### config.mk
export PLATFORM = sky130hd
export DESIGN_NAME = id_issue_ctrl_flat
export DESIGN_NICKNAME = d
export VERILOG_FILES = /design/src/rtl/id_issue_ctrl_if.sv /design/src/rtl/id_issue_ctrl.sv /design/src/flat_wrapper.sv
export SDC_FILE = /design/constraint.sdc
export NUM_CORES = 1
export LEC_CHECK = 0
export CORE_ASPECT_RATIO = 1.5
export CORE_MARGIN = 10
export CORE_UTILIZATION = 49
export CTS_CLUSTER_DIAMETER = 100
export DETAILED_ROUTE_END_ITERATION = 7
export HOLD_SLACK_MARGIN = 0.1
export PLACE_DENSITY = 0.85
export SYNTH_ARGS = -nofsm -noshare
export SYNTH_HDL_FRONTEND = slang
export SYNTH_SLANG_ARGS = --single-unit
export TNS_END_PERCENT = 10
### constraint.sdc
create_clock -name clk -period 3.6 [get_ports clk]
set_input_delay 0.72 -clock clk [delete_from_list [all_inputs] [get_ports clk]]
set_output_delay 0.72 -clock clk [all_outputs]
set_load 0.005 [all_outputs]
### src/rtl/id_issue_ctrl_if.sv
// Decode-to-ID/EX control bundle between the ID stage and the issue controller.
// Carries decoded fields in, packed control word, enables and counters out.
interface id_issue_ctrl_if #(
  parameter int CNT_W = 16
);
  logic             dec_valid;
  logic             dec_memtoreg;
  logic             dec_branch;
  logic             dec_memwrite;
  logic             dec_memread;
  logic             dec_alusrc;
  logic             dec_regwrite;
  logic [3:0]       dec_alu_control;
  logic [4:0]       dec_rs1;
  logic [4:0]       dec_rs2;
  logic [4:0]       dec_rd;
  logic             dec_uses_rs2;
  logic             ex_taken;
  logic [10:0]      control;
  logic             pc_write;
  logic             if_id_write;
  logic             if_id_flush;
  logic [CNT_W-1:0] stall_count;
  logic [CNT_W-1:0] flush_count;

  modport master (
    output dec_valid, dec_memtoreg, dec_branch, dec_memwrite,
    output dec_memread, dec_alusrc, dec_regwrite, dec_alu_control,
    output dec_rs1, dec_rs2, dec_rd, dec_uses_rs2, ex_taken,
    input  control, pc_write, if_id_write, if_id_flush,
    input  stall_count, flush_count
  );

  modport slave (
    input  dec_valid, dec_memtoreg, dec_branch, dec_memwrite,
    input  dec_memread, dec_alusrc, dec_regwrite, dec_alu_control,
    input  dec_rs1, dec_rs2, dec_rd, dec_uses_rs2, ex_taken,
    output control, pc_write, if_id_write, if_id_flush,
    output stall_count, flush_count
  );
endinterface

### src/rtl/id_issue_ctrl.sv
// ID/EX control-word producer: bubbles on load-use and taken redirects,
// drives PC / IF-ID enables and keeps saturating stall/flush counters.
module id_issue_ctrl #(
  parameter int LOAD_STALL  = 1,
  parameter int FLUSH_SLOTS = 2,
  parameter int CNT_W       = 16
) (
  input logic          clk,
  input logic          rst,
  id_issue_ctrl_if.slave bus
);

  typedef enum logic [1:0] {
    RUN   = 2'd0,
    STALL = 2'd1,
    FLUSH = 2'd2
  } state_e;

  localparam logic [1:0] LD_RELOAD = 2'(LOAD_STALL - 1);
  localparam logic [1:0] FL_RELOAD = 2'(FLUSH_SLOTS - 1);
  localparam logic [CNT_W-1:0] CNT_MAX = '1;

  state_e           state_q, state_d;
  logic [1:0]       cnt_q, cnt_d;
  logic             ld_pend_q;
  logic [4:0]       ld_rd_q;
  logic [CNT_W-1:0] stall_q;
  logic [CNT_W-1:0] flush_q;

  logic [10:0] issue_w;
  logic [10:0] ctrl;
  logic        hz;
  logic        rs1_hit;
  logic        rs2_hit;
  logic        pc_we;
  logic        ifid_we;
  logic        ifid_fl;
  logic        st_inc;
  logic        fl_inc;

  assign issue_w = bus.dec_valid ?
    {1'b1, bus.dec_regwrite, bus.dec_alu_control,
     bus.dec_alusrc, bus.dec_memread, bus.dec_memwrite,
     bus.dec_branch, bus.dec_memtoreg} : 11'b0;

  assign rs1_hit = bus.dec_rs1 == ld_rd_q;
  assign rs2_hit = bus.dec_uses_rs2 &&
                   (bus.dec_rs2 == ld_rd_q);
  assign hz = bus.dec_valid && ld_pend_q &&
              (ld_rd_q != 5'd0) && (rs1_hit || rs2_hit);

  always_comb begin
    state_d = state_q;
    cnt_d   = cnt_q;
    ctrl    = 11'b0;
    pc_we   = 1'b0;
    ifid_we = 1'b0;
    ifid_fl = 1'b0;
    st_inc  = 1'b0;
    fl_inc  = 1'b0;
    if (rst) begin
      state_d = RUN;
      cnt_d   = 2'd0;
    end else if (bus.ex_taken) begin
      // redirect wins over any pending stall and restarts the flush window
      ifid_fl = 1'b1;
      pc_we   = 1'b1;
      ifid_we = 1'b1;
      fl_inc  = 1'b1;
      if (FLUSH_SLOTS > 1) begin
        state_d = FLUSH;
        cnt_d   = FL_RELOAD;
      end else begin
        state_d = RUN;
      end
    end else begin
      unique case (state_q)
        RUN: begin
          if (hz) begin
            st_inc = 1'b1;
            if (LOAD_STALL > 1) begin
              state_d = STALL;
              cnt_d   = LD_RELOAD;
            end
          end else begin
            ctrl    = issue_w;
            pc_we   = 1'b1;
            ifid_we = 1'b1;
          end
        end
        STALL: begin
          st_inc = 1'b1;
          cnt_d  = cnt_q - 2'd1;
          if (cnt_q == 2'd1) state_d = RUN;
        end
        FLUSH: begin
          ifid_fl = 1'b1;
          pc_we   = 1'b1;
          ifid_we = 1'b1;
          fl_inc  = 1'b1;
          cnt_d   = cnt_q - 2'd1;
          if (cnt_q == 2'd1) state_d = RUN;
        end
        default: state_d = RUN;
      endcase
    end
  end

  always_ff @(posedge clk) begin
    if (rst) begin
      state_q   <= RUN;
      cnt_q     <= 2'd0;
      ld_pend_q <= 1'b0;
      ld_rd_q   <= 5'd0;
      stall_q   <= '0;
      flush_q   <= '0;
    end else begin
      state_q   <= state_d;
      cnt_q     <= cnt_d;
      ld_pend_q <= ctrl[10] & ctrl[3];
      ld_rd_q   <= bus.dec_rd;
      if (st_inc && stall_q != CNT_MAX) stall_q <= stall_q + 1'b1;
      if (fl_inc && flush_q != CNT_MAX) flush_q <= flush_q + 1'b1;
    end
  end

  assign bus.control     = ctrl;
  assign bus.pc_write    = pc_we;
  assign bus.if_id_write = ifid_we;
  assign bus.if_id_flush = ifid_fl;
  assign bus.stall_count = stall_q;
  assign bus.flush_count = flush_q;

endmodule

### src/flat_wrapper.sv
// flat-port wrapper written by rule: the top's interface ports become plain ports
module id_issue_ctrl_flat 
#(
  parameter int LOAD_STALL  = 1,
  parameter int FLUSH_SLOTS = 2,
  parameter int CNT_W       = 16
)
  (clk, rst, bus_dec_valid, bus_dec_memtoreg, bus_dec_branch, bus_dec_memwrite, bus_dec_memread, bus_dec_alusrc, bus_dec_regwrite, bus_dec_alu_control, bus_dec_rs1, bus_dec_rs2, bus_dec_rd, bus_dec_uses_rs2, bus_ex_taken, bus_control, bus_pc_write, bus_if_id_write, bus_if_id_flush, bus_stall_count, bus_flush_count);
  id_issue_ctrl_if #(.CNT_W(CNT_W)) bus_i ();
  input logic clk;
  input logic rst;
  input wire logic [$bits(bus_i.dec_valid)-1:0] bus_dec_valid;
  input wire logic [$bits(bus_i.dec_memtoreg)-1:0] bus_dec_memtoreg;
  input wire logic [$bits(bus_i.dec_branch)-1:0] bus_dec_branch;
  input wire logic [$bits(bus_i.dec_memwrite)-1:0] bus_dec_memwrite;
  input wire logic [$bits(bus_i.dec_memread)-1:0] bus_dec_memread;
  input wire logic [$bits(bus_i.dec_alusrc)-1:0] bus_dec_alusrc;
  input wire logic [$bits(bus_i.dec_regwrite)-1:0] bus_dec_regwrite;
  input wire logic [$bits(bus_i.dec_alu_control)-1:0] bus_dec_alu_control;
  input wire logic [$bits(bus_i.dec_rs1)-1:0] bus_dec_rs1;
  input wire logic [$bits(bus_i.dec_rs2)-1:0] bus_dec_rs2;
  input wire logic [$bits(bus_i.dec_rd)-1:0] bus_dec_rd;
  input wire logic [$bits(bus_i.dec_uses_rs2)-1:0] bus_dec_uses_rs2;
  input wire logic [$bits(bus_i.ex_taken)-1:0] bus_ex_taken;
  output wire logic [$bits(bus_i.control)-1:0] bus_control;
  output wire logic [$bits(bus_i.pc_write)-1:0] bus_pc_write;
  output wire logic [$bits(bus_i.if_id_write)-1:0] bus_if_id_write;
  output wire logic [$bits(bus_i.if_id_flush)-1:0] bus_if_id_flush;
  output wire logic [$bits(bus_i.stall_count)-1:0] bus_stall_count;
  output wire logic [$bits(bus_i.flush_count)-1:0] bus_flush_count;
  assign bus_i.dec_valid = bus_dec_valid;
  assign bus_i.dec_memtoreg = bus_dec_memtoreg;
  assign bus_i.dec_branch = bus_dec_branch;
  assign bus_i.dec_memwrite = bus_dec_memwrite;
  assign bus_i.dec_memread = bus_dec_memread;
  assign bus_i.dec_alusrc = bus_dec_alusrc;
  assign bus_i.dec_regwrite = bus_dec_regwrite;
  assign bus_i.dec_alu_control = bus_dec_alu_control;
  assign bus_i.dec_rs1 = bus_dec_rs1;
  assign bus_i.dec_rs2 = bus_dec_rs2;
  assign bus_i.dec_rd = bus_dec_rd;
  assign bus_i.dec_uses_rs2 = bus_dec_uses_rs2;
  assign bus_i.ex_taken = bus_ex_taken;
  assign bus_control = bus_i.control;
  assign bus_pc_write = bus_i.pc_write;
  assign bus_if_id_write = bus_i.if_id_write;
  assign bus_if_id_flush = bus_i.if_id_flush;
  assign bus_stall_count = bus_i.stall_count;
  assign bus_flush_count = bus_i.flush_count;
  id_issue_ctrl #(.LOAD_STALL(LOAD_STALL), .FLUSH_SLOTS(FLUSH_SLOTS), .CNT_W(CNT_W)) u_core (.clk(clk), .rst(rst), .bus(bus_i));
endmodule
==> impl_metrics.env <==
export IMPL_status="completed"
export IMPL_ctsHtreeMaxLevel=2
export IMPL_grt_max_degree=45
export IMPL_insertion_delay_ns=0.29
export IMPL_drt_iter0_drc=130
export IMPL_cts_made_buffers=5
export IMPL_path_cells="clkdlybuf4s50_1 > xor2_1 > nor4_1 > a32oi_1 > o211a_2 > and2_1 > clkdlybuf4s50_1"
export IMPL_rsz0062_at_grt="true"
export IMPL_cts_root_buf="clkbuf_8"
export IMPL_die_x_um=74.9
export IMPL_tightestPinTransition_ns=0.744
export IMPL_finalNonFillerCells=377
export IMPL_synth_top_cells_by_area="dfxtp_1 (37%), xnor2_1 (6.3%), nor2_1 (3.7%)"
export IMPL_core_area_um2=4320
export IMPL_die_y_um=102
export IMPL_dpl_hpwl_um=4740
export IMPL_layout_commonest_cell="clkdlybuf4s50_1"
export IMPL_startpoint="bus_dec_rs2[3]"
export IMPL_place_inst=369
export IMPL_via_per_inst=5.82
export IMPL_avgSynthCellArea_um2=8.65
export IMPL_critPathLaunchType="input pin"
export IMPL_grt_use_met2_pct=28.5
export IMPL_cp_slowest_stage_delay_ns=0.44
export IMPL_cts_tree="built"
export IMPL_gr_total_overflow=0
export IMPL_regToRegSetupSlack_ns=1.39
export IMPL_hold_viol_final=0
export IMPL_pre_cts_ws_ns=0.0284
export IMPL_n_fill_cell=332
export IMPL_io_buffer_count=75
export IMPL_cts_sinks=41
export IMPL_antenna_found_initial=0
export IMPL_cp_max_fo=12
export IMPL_track_usage_pct=16.3
export IMPL_ctsResizeCount=0
export IMPL_drive_gt1_share_pct=6.04
export IMPL_reg2reg_from="u_core.bus.stall_count[0]"
export IMPL_ant_nets=0
export IMPL_yosys_warnings=0
export IMPL_grt_busiest_layer="met2"
export IMPL_crit_arrival_ns=2.75
export IMPL_critPathRequiredTime_ns=2.88
export IMPL_slew_violations=0
export IMPL_timing_rr_end="u_core.bus.stall_count[8]"
export IMPL_layout_nets=363
export IMPL_fin_skew_ns=0.00820
export IMPL_synthArstFlopShare_pct=0
export IMPL_post_route_min_period_ns=3.47
export IMPL_gp_congestion=0.792
export IMPL_antennaDiodeCount=0
export IMPL_postCtsSetupRepairBufs=0
export IMPL_cts_clk_slew_worst_paths_ns=0.08
export IMPL_grt_pass1_wl_um=10100
export IMPL_use_met3_pct=5.33
export IMPL_yosysTopAreaCell="dfxtp_1"
export IMPL_wire_per_inst_um=16.4
export IMPL_relSlewSlack_pct=50.4
export IMPL_clockBufferDepth=2
export IMPL_crit_path_top_delay_cell="clkdlybuf4s50_1"
export IMPL_max_vdd_ir_drop_v=0.000300
export IMPL_io_pins=76
export IMPL_use_met1_pct=17.7
export IMPL_fin_ws_ns=0.128
export IMPL_tns_ns=0
export IMPL_core_rowCount=29
export IMPL_vias=2195
export IMPL_min_to="u_core.bus.stall_count[11]"
export IMPL_grt_pass1_vias=2108
export IMPL_timing_max_cap_violations=0
export IMPL_powerDensity_nw_per_um2=310
export IMPL_ys_flop_type="dfxtp_1"
export IMPL_synth_area_um2=2210
export IMPL_end_kind="output pin"
export IMPL_synth_cell_types=45
export IMPL_hold_class="reg -> reg"
export IMPL_critPathKind="in -> out"
export IMPL_reg2reg_depth=6
export IMPL_synth_edff_count=0
export IMPL_holdWs_ns=0.498
export IMPL_wirelength_um=6180
export IMPL_layout_common_cells="clkdlybuf4s50_1 (74), dfxtp_1 (41), nor2_1 (22), xnor2_1 (16), a21oi_1 (16)"
export IMPL_fin_crit_sh_pct=96.4
export IMPL_synthCells=256
export IMPL_netlist_area_leader_share_pct=37.1
export IMPL_dieArea_um2=7660
export IMPL_dr_pass1_iters=4
export IMPL_ys_ff_latch=41
export IMPL_fmax_ghz=0.288
export IMPL_crit_family="buffers and inverters"
export IMPL_postCtsHoldBufs=0
export IMPL_syn_num_nets=289
export IMPL_drc_errors=0
export IMPL_critPathBufInv=2
export IMPL_syn2layout_area_growth_pct=40.8
export IMPL_cellLeakagePower_nw=1.03
export IMPL_setup_violations=0
export IMPL_initial_utilization_pct=51.3
export IMPL_crit_top_cell="clkdlybuf4s50_1"
export IMPL_ys_seq_area_share_pct=37.1
export IMPL_hold_depth=2
export IMPL_hp_start="u_core.bus.stall_count[11]"
## synthesized netlist by cell type, types with 3 or more instances
cell type,n
xor2_1,9
nor3_1,13
o31ai_1,9
o2111ai_1,3
nand4_1,8
a21oi_1,16
dfxtp_1,41
and4_1,4
ha_1,3
or4b_1,3
xnor2_1,16
or4_1,10
inv_1,6
nor4_1,4
nand3_1,12
nand2_1,14
nor2b_1,8
clkbuf_1,10
nor2_1,22
and2_1,13
## routing by layer
layer / wire [um] / vias to the layer above / share of wire (%)
met3: 576 / 8 / 9.3
met1: 2430 / 1031 / 39
met4: 82 / 0 / 1.3
li1: - / 1083 / -
met2: 3100 / 73 / 50
met5: 0 / - / 0
## cell type report
class / count / area (um^2) / area share, %
Sequential cell: 41 / 821 / 26.3
Multi-Input combinational cell: 196 / 1310 / 42.0
Inverter: 6 / 22.5 / 0.723
Clock buffer: 7 / 86.3 / 2.77
Timing Repair Buffer: 80 / 791 / 25.4
Clock inverter: 1 / 30.0 / 0.963
Tap cell: 46 / 57.6 / 1.85
## stage by stage
step	power [mW]	util (%)	area [um^2]
after floorplan	0.530	-	2210
after global placement	0.588	69.4	3000
after detailed placement	0.591	69.4	3000
after CTS	0.972	72.1	3110
after global routing	1.00	72.2	3120
final	0.965	72.2	3120
## registers in the layout, indices dropped and copies added, names as in the netlist
signal                  cells
u_core.state_q              1
u_core.cnt_q                2
u_core.bus.stall_count     16
u_core.ld_rd_q              5
u_core.ld_pend_q            1
u_core.bus.flush_count     16
## worst min-delay path: cells and delay by family (launching register included)
family / cells / cell delay (ns)
AOI/OAI and AO/OA: 2 / 0.12
DFF: 1 / 0.34
## kinds of logic (layout without fill, tap and decap cells)
family,Yosys count,in the layout,share of synthesized area (%)
flip-flops,41,41,37.1
AND/OR/NAND/NOR,124,124,32.7
buffers and inverters,19,94,3.79
AO/OA/AOI/OAI,40,40,12.8
XOR/XNOR,25,25,9.89
multiplexers,4,4,1.98
adder cells (fa/ha/maj),3,3,1.70
## power breakdown
group	total, mW	switching (mW)	internal (mW)
clock network	0.385	0.159	0.226
logic	0.106	0.0429	0.0634
registers	0.473	0.0110	0.462
## how the worst max path moves through the flow
stage,to,cells past startpoint
after CTS,bus_control[6],7
after detailed placement,bus_control[6],7
after global routing,bus_control[8],7
after floorplan,bus_pc_write,8
after global placement,bus_control[6],7
final,bus_control[6],7
(Power assumes the default switching activity.)
